--- src/rtl/kap_arbiter.sv ---
// kap_arbiter: round-robin burst arbiter sharing one kap initiator link among SLICES requesters.
// Build option KAP_ARB_REGOUT_EN adds a 2-entry skid buffer on the kap outputs (default: pass-through).

module kap_arbiter_lane #(
  parameter int IDX = 0,
  parameter int GW  = 2
) (
  input  logic          i_busy,
  input  logic [GW-1:0] i_grant,
  input  logic          i_accept,
  output logic          o_ready
);
  assign o_ready = i_busy && (i_grant == GW'(IDX)) && i_accept;
endmodule

module kap_arbiter #(
  parameter  int SLICES    = 4,
  parameter  int WIDTH     = 32,
  parameter  int MAX_BURST = 16,
  localparam int GW        = $clog2(SLICES),
  localparam int CW        = $clog2(MAX_BURST) + 1
) (
  input  logic                    clk,
  input  logic                    reset,
  input  logic [SLICES-1:0]       req_valid,
  input  logic [SLICES-1:0]       req_last,
  input  logic [SLICES*WIDTH-1:0] req_data,
  output logic [SLICES-1:0]       req_ready,
  output logic                    kap_valid,
  output logic                    kap_last,
  output logic [WIDTH-1:0]        kap_data,
  input  logic                    kap_ready,
  output logic [GW-1:0]           grant_id,
  output logic                    busy,
  output logic                    err_overrun
);

  typedef enum logic {S_IDLE, S_BURST} state_t;

  state_t                       r_state, w_state_nxt;
  logic [GW-1:0]                r_grant, r_rr_ptr, w_pick, w_rr_nxt;
  logic [CW-1:0]                r_beat_cnt;
  logic                         r_err;
  logic [SLICES-1:0][WIDTH-1:0] w_data_arr;
  logic [WIDTH-1:0]             w_src_data;
  logic                         w_busy, w_any, w_src_vld, w_src_last, w_cap;
  logic                         w_accept, w_xfer, w_end, w_force;

  // First valid requester at or after ptr, wrapping modulo SLICES.
  function automatic logic [GW-1:0] f_pick(input logic [SLICES-1:0] v, input logic [GW-1:0] ptr);
    logic [GW-1:0] res, c;
    logic          hit;
    res = ptr;
    hit = 1'b0;
    for (int k = 0; k < SLICES; k++) begin
      c = GW'((int'(ptr) + k) % SLICES);
      if (!hit && v[c]) begin
        res = c;
        hit = 1'b1;
      end
    end
    return res;
  endfunction

  assign w_data_arr = req_data;
  assign w_busy     = (r_state == S_BURST);
  assign w_any      = |req_valid;
  assign w_pick     = f_pick(req_valid, r_rr_ptr);
  assign w_src_vld  = w_busy && req_valid[r_grant];
  assign w_src_data = w_data_arr[r_grant];
  assign w_cap      = (r_beat_cnt == CW'(MAX_BURST - 1));
  // Beat MAX_BURST of a grant is forced to be the last one.
  assign w_src_last = req_last[r_grant] || w_cap;
  assign w_xfer     = w_src_vld && w_accept;
  assign w_end      = w_xfer && w_src_last;
  assign w_force    = w_xfer && w_cap && !req_last[r_grant];
  assign w_rr_nxt   = (r_grant == GW'(SLICES - 1)) ? '0 : r_grant + 1'b1;

  always_comb begin
    w_state_nxt = r_state;
    case (r_state)
      S_IDLE:  if (w_any) w_state_nxt = S_BURST;
      S_BURST: if (w_end) w_state_nxt = S_IDLE;
    endcase
  end

  always_ff @(posedge clk) begin
    if (reset) begin
      r_state    <= S_IDLE;
      r_grant    <= '0;
      r_rr_ptr   <= '0;
      r_beat_cnt <= '0;
      r_err      <= 1'b0;
    end else begin
      r_state <= w_state_nxt;
      if (!w_busy && w_any) begin
        r_grant    <= w_pick;
        r_beat_cnt <= '0;
      end else if (w_xfer) begin
        r_beat_cnt <= r_beat_cnt + 1'b1;
      end
      if (w_end)   r_rr_ptr <= w_rr_nxt;
      if (w_force) r_err    <= 1'b1;
    end
  end

  for (genvar gi = 0; gi < SLICES; gi++) begin : g_lane
    kap_arbiter_lane #(.IDX(gi), .GW(GW)) u_lane (
      .i_busy   (w_busy),
      .i_grant  (r_grant),
      .i_accept (w_accept),
      .o_ready  (req_ready[gi])
    );
  end

`ifdef KAP_ARB_REGOUT_EN
  // Two-entry skid: requester side sees only "not full", so kap_ready never reaches req_ready.
  logic [1:0][WIDTH-1:0] r_buf_data;
  logic [1:0]            r_buf_last;
  logic                  r_wr, r_rd;
  logic [1:0]            r_cnt;
  logic                  w_pop;

  assign w_accept = (r_cnt != 2'd2);
  assign w_pop    = (r_cnt != 2'd0) && kap_ready;

  always_ff @(posedge clk) begin
    if (reset) begin
      r_buf_data <= '0;
      r_buf_last <= '0;
      r_wr       <= 1'b0;
      r_rd       <= 1'b0;
      r_cnt      <= 2'd0;
    end else begin
      if (w_xfer) begin
        r_buf_data[r_wr] <= w_src_data;
        r_buf_last[r_wr] <= w_src_last;
        r_wr             <= ~r_wr;
      end
      if (w_pop) r_rd <= ~r_rd;
      case ({w_xfer, w_pop})
        2'b10:   r_cnt <= r_cnt + 2'd1;
        2'b01:   r_cnt <= r_cnt - 2'd1;
        default: r_cnt <= r_cnt;
      endcase
    end
  end

  assign kap_valid = (r_cnt != 2'd0);
  assign kap_data  = r_buf_data[r_rd];
  assign kap_last  = kap_valid && r_buf_last[r_rd];
`else
  assign w_accept  = kap_ready;
  assign kap_valid = w_src_vld;
  assign kap_data  = w_src_vld ? w_src_data : '0;
  assign kap_last  = w_src_vld && w_src_last;
`endif

  assign grant_id    = r_grant;
  assign busy        = w_busy;
  assign err_overrun = r_err;

endmodule

--- config.mk ---
export PLATFORM = sky130hd
export DESIGN_NAME = kap_arbiter
export DESIGN_NICKNAME = d
export VERILOG_FILES = /design/src/rtl/kap_arbiter.sv
export SDC_FILE = /design/constraint.sdc
export NUM_CORES = 1
export LEC_CHECK = 0
export CORE_AREA = 2 2 71 73
export CTS_BUF_LIST = sky130_fd_sc_hd__clkbuf_8
export CTS_CLUSTER_SIZE = 25
export DETAILED_ROUTE_END_ITERATION = 16
export DIE_AREA = 0 0 73 75
export DONT_BUFFER_PORTS = 1
export HOLD_SLACK_MARGIN = 0.1
export PLACE_DENSITY = 0.54
export SYNTH_ARGS = -nofsm -noshare
export SYNTH_HDL_FRONTEND = slang
export SYNTH_SLANG_ARGS = --single-unit
--- constraint.sdc ---
create_clock -name clk -period 1.9 [get_ports clk]
set_input_delay 0.095 -clock clk [delete_from_list [all_inputs] [get_ports clk]]
set_output_delay 0.095 -clock clk [all_outputs]
set_load 0.03 [all_outputs]
# Word level (Yosys, flattened, before mapping)
# Index checks and enable logic that the tools add are counted.
# word_totals
regBits,11
input_bits,139
# op_classes
add_sub_neg,5
n_lt_le_gt_ge,5
n_eq_ne,4
mux,25
bitwise,1
reduce_logical,27
# op_table
operator,count
binary-select mux 32 bit (select 2 bit),1
2-to-1 mux 32 bit,2
logical AND 1 bit,18
"less-than comparator 2 x 3 -> 1 bit, second input constant",5
binary-select mux 1 bit (select 2 bit),6
2-to-1 mux 1 bit,11
2-to-1 mux 2 bit,4
"adder 5 x 1 -> 5 bit, second input constant",1
"equality test 5 x 4 -> 1 bit, second input constant",1
zero test 1 bit,5
"adder 2 x 1 -> 2 bit, second input constant",2
"adder 2 bit, second input constant",2
"equality test 2 bit, second input constant",2
OR reduction 4 bit,1
"equality test 2 x 1 -> 1 bit, second input constant",1
zero test 2 bit,1
one-hot mux 1 bit (2 select lines),1
OR reduction 2 bit,1
logical OR 1 bit,1
inverter 1 bit,1

# Longest topological paths before layout
# depth
depth_word,12
ltp_mapped,6
depth_no_buf,6

# Modules after synthesis
# From an unflattened synthesis, not the netlist that was laid out.
# unflattened
cells_unflattened,155
hier_area_um2,1674.1
# by_module_without_submodules
mod,instances,cells_each,area_each_um2,seq_area_each_um2
kap_arbiter,1,151,1632.8,220.2
kap_arbiter_lane at g_lane[1].u_lane ...,2,1,10.0,0.0
kap_arbiter_lane at g_lane[0].u_lane,1,1,12.5,0.0
kap_arbiter_lane at g_lane[3].u_lane,1,1,8.8,0.0

# Worst setup path before layout
# Ideal clock, no wire load.
# synth_timing
path_type,register to output
startpoint,"register r_grant[1], in the netlist grant_id[1]"
endpoint,output kap_data[0]
arrival_ns,1.844
setup_slack_ns,-0.039
path_stages_with_launch,5
cell_sequence,dfxtp_1 > buf_2 > clkbuf_1 > mux4_2 > nor2b_1
# synth_via
elab_chain_cells,4
word_cells_on_any_way,6
classes_between,mux: 5; reduce/logical: 1
# synth_rtl
element,line_no,source
start: declaration,41,"logic [GW-1:0] r_grant, r_rr_ptr, w_pick, w_rr_nxt;"
start signal: assignment,97,r_grant <= w_pick;
binary-select mux 1 bit (select 2 bit),69,assign w_src_vld = w_busy && req_valid[r_grant];
2-to-1 mux 1 bit (implied by the code),69,
logical AND 1 bit,69,
2-to-1 mux 32 bit *,155,assign kap_data = w_src_vld ? w_src_data : '0;
end: declaration,31,"output logic [WIDTH-1:0] kap_data,"
# Every way passes the cells marked *; elsewhere a longest branch is shown, timed or not. The select of a mux whose other input is x is not followed.

# Worst setup path after layout
# layout_timing
startpoint,"register r_grant[0], in the netlist grant_id[0]"
endpoint,output kap_data[23]
# The elaborated chain is that of the path after synthesis.

==> results.py <==
metrics = {
    "sta": {
        "max_slew.worst_pin.slew_ns": 0.3666,
        "final_count_of_pins_violating_max_slew": 0,
        "relSlewSlack": 0.7545,
        "max_clock_skew_ns": 0.005756,
        "clock.fmax_ghz": 0.5306,
        "layout_worst_path_cycle_share": 0.9919,
        "setup_violations": 0,
        "min_tclk_post_route_ns": 1.885,
        "fin_setup_tns_ns": 0,
        "rsz0062_at_grt": "true",
        "hold_viol_final": 0,
    },
    "clocking": {
        "ctsLongestPathBuffers": 2,
        "clkLatencyLatePin_ns": 0.24,
        "tritoncts.num_buffers": 3,
        "cts_root_buf": "sky130_fd_sc_hd__clkbuf_8",
        "clkTransAtPathRegs_ns": 0.05,
        "cts_tree": "built",
        "clock-sinks": 11,
        "h-tree-depth": 1,
    },
    "yosys": {
        "yosysMostFrequentCell": "sky130_fd_sc_hd__nor2b_1",
        "synth_mux_area_frac": 0.4623,
        "yosys_warns": 0,
        "combinational_family_with_the_most_area_after_synthesis": "multiplexers",
        "synth_area_leaders": "sky130_fd_sc_hd__mux4_2 37%, sky130_fd_sc_hd__nor2b_1 13%, sky130_fd_sc_hd__dfxtp_1 13%",
        "synth_top_cell_area_share": 0.3718,
        "ys_seq_area_frac": 0.1254,
        "syn_area_um2": 1757,
        "mappedNetlistNets": 309,
        "ys.flop_type": "sky130_fd_sc_hd__dfxtp_1",
        "synth-compound-area-share": 0.07336,
        "synth_xor_xnor_area_share": 0.004986,
        "synthDominantAreaCellType": "sky130_fd_sc_hd__mux4_2",
        "syn_area_per_cell_um2": 10.71,
        "synth.ff_latch_count": 11,
        "cells_after_synthesis": 164,
        "netlist-cell-type-count": 36,
        "synth-edff-count": 0,
        "synth.cells.most_frequent": "37 x sky130_fd_sc_hd__nor2b_1, 29 x sky130_fd_sc_hd__mux4_2, 11 x sky130_fd_sc_hd__dfxtp_1",
        "synthAdderAreaFrac": 0.04274,
        "post_synthesis_async_set_or_reset_flop_share": 0,
        "yosys.area_share.simple": 0.2244,
    },
    "floorplan": {
        "floorplan.initialDensity": 0.3769,
        "fp-row-count": 25,
        "die_area_um2": 5475,
        "die_width_um": 73,
        "io_pins": 181,
        "floorplan.die.height_um": 75,
        "coreArea_um2": 4661,
    },
    "critical_path": {
        "crit-reg2reg-launch": "grant_id[0]",
        "worstPathCellList": "buf_12, mux2_4, o211ai_4, buf_12, nor2b_1, buf_4",
        "critical_path_class": "flip-flop to primary output",
        "worst-path-stages": 6,
        "reg2reg_setup_slack_ns": 0.16,
        "crit_path_start_kind": "flip-flop",
        "crit_top_cell": "sky130_fd_sc_hd__buf_12",
        "worst-path-buf-inv": 3,
        "endpoint": "kap_data[23]",
        "rr_worst_depth": 6,
        "slowest_cp_cell": "sky130_fd_sc_hd__dfxtp_4",
        "critPathMaxFanout": 13,
        "cp_data_arrival_time_ns": 1.79,
        "r2r_end": "r_rr_ptr[0]",
        "critPathTopFamily": "buffers and inverters",
        "timing.critical_path.slowest_cell_delay_ns": 0.37,
        "worst_setup_sp": "grant_id[0]",
        "timing.critical_path.required_ns": 1.80,
        "critPathCaptureType": "primary output",
    },
    "route": {
        "postRouteAntennaNets": 0,
        "dr.first_iter.drc_count": 57,
        "route.detailed.drc": 0,
        "detailedRoute.firstPassIterationCount": 4,
        "route.detailed.wl_per_inst_um": 25.02,
        "viasPerCell": 6.192,
        "vias": 1548,
        "drt_wl_total_um": 6256,
    },
    "finish": {
        "utilization": 0.4848,
        "flow.area_growth_from_synthesis_pct": 28.63,
        "layout.nets": 334,
        "drive_gt1_frac": 0.5745,
        "filler_cell_count": 428,
    },
    "global_route": {
        "grt_pass1_wl_um": 8010,
        "grt_util_all_layers": 0.1954,
        "grt_overflow": 0,
        "vias_in_the_first_global_route": 1503,
        "number_of_antenna_violations_at_the_first_check_in_global_routing": 9,
        "grt_max_degree": 27,
    },
    "hold_path": {
        "hold_path_startpoint": "reset",
        "whs_path_depth": 3,
        "min-delay-path-class": "primary input to flip-flop",
    },
    "pwr": {
        "peakVddDrop_v": 0.0004046,
        "power_frac_seq": 0.184,
        "power.leakage_nw": 0.8112,
        "p_int_uw": 825.7,
        "switching_share": 0.4311,
        "report.power.total_mw": 1.451,
        "total_switching_power_uw": 625.6,
        "p_per_area_nw_per_um2": 642.2,
        "share_clk_of_total_power": 0.164,
        "comb_power_share": 0.652,
    },
    "placed_design": {
        "gpl.final_weighted_congestion": 0.7724,
        "buffer_ports.inserted": 0,
        "dp_hpwl_um": 5187,
    },
    "status": {
        "run_status": "complete, no violations",
    },
    "run": {
        "max_cap_viol_count": 0,
    },
}
-- layout by cell type (no fill, tap or decap), drive strengths merged, types with 2 or more instances in the layout --
master  synthesis  layout
a21oi           5       5
and3            5       5
buf            12      33
clkbuf          3       4
dfxtp          11      11
diode           0       8
ha              6       6
inv             8       9
mux2            2       2
mux2i           2       2
mux4           33      33
nand2           9       9
nand3           3       3
nor2            7       7
nor2b          37      37
nor3            3       3
o21ai           3       3
or3             2       2
-- state kept, by name, summed over array words and instances, names as in the netlist --
signal	count
busy	1
r_beat_cnt	5
err_overrun	1
grant_id	2
r_rr_ptr	2
-- stage by stage --
stage	std cells	area, um2	setup WS, ns	hold slack (ns)
final	250	2260	0.01548	0.09737
after global routing	247	2252	-0.03300	0.1129
after floorplan	164	1831	0.05382	0.1567
after CTS	226	2059	0.01118	0.1022
after detailed placement	221	1993	0.1776	0.1749
after global placement	221	1993	0.2645	0.1698
-- cell families (layout without fill, tap and decap cells) --
| family | after synthesis | count (layout) |
|---|---|---|
| and+or+nand+nor | 69 | 69 |
| xor gates and xnor gates | 1 | 1 |
| muxes | 37 | 37 |
| adders and majority gates | 6 | 6 |
| DFF | 11 | 11 |
| AOI/OAI and AO/OA | 17 | 17 |
| buffers and inverters | 23 | 47 |
| other | 0 | 8 |
-- timing repair --
item / CTS / global route
hold buffers: 1 / 0
cloned: 0 / 1
gates resized for setup: 2 / 4
endpoints found under the hold margin: 4 / 0
setup endpoints to repair: 6 / 14
pin swaps: 0 / 1
setup buffers: 0 / 15
-- power groups by stage --
stage | Clock (mW) | Combinational [mW] | Sequential, mW
2_1_floorplan | 0 | 0.699 | 0.283
3_3_place_gp | 0 | 0.842 | 0.273
3_5_place_dp | 0 | 0.859 | 0.274
4_1_cts | 0.236 | 0.867 | 0.269
5_1_grt | 0.250 | 1.00 | 0.268
6_report | 0.238 | 0.946 | 0.267
-- worst min path at each step --
stage / slack (ns) / end
after global placement: 0.17 / err_overrun
after floorplan: 0.16 / grant_id[0]
after CTS: 0.10 / r_rr_ptr[1]
final: 0.1 / r_rr_ptr[1]
after detailed placement: 0.17 / grant_id[0]
after global routing: 0.11 / r_rr_ptr[0]
-- routing by layer --
| layer | up-vias | wire, um | GRT usage |
|---|---|---|---|
| li1 | 689 | - | - |
| met1 | 731 | 1933 | 0.1888 |
| met2 | 111 | 3395 | 0.3524 |
| met3 | 15 | 777 | 0.1084 |
| met4 | 2 | 136 | 0.06584 |
| met5 | - | 13 | 0 |
-- cell type report --
cell class / count / area, um2 / area share
antenna: 8 / 20.02 / 0.008859
inverter: 8 / 30.03 / 0.01329
multi-input combinational: 130 / 1511 / 0.6689
clock buffer: 3 / 41.29 / 0.01827
timing repair buffer: 35 / 360.3 / 0.1595
sequential: 11 / 225.2 / 0.09967
tap: 54 / 67.56 / 0.02990
clock inverter: 1 / 3.754 / 0.001661
-- worst register-to-register path: cells and delay by family, from the launching register on --
family                 cells  cell delay (ns)
muxes                      2             0.63
DFF                        1             0.37
buffers and inverters      2             0.27
AOI/OAI and AO/OA          1             0.26
and+or+nand+nor            1             0.10
Note: power is estimated with default switching activity, not from simulation.
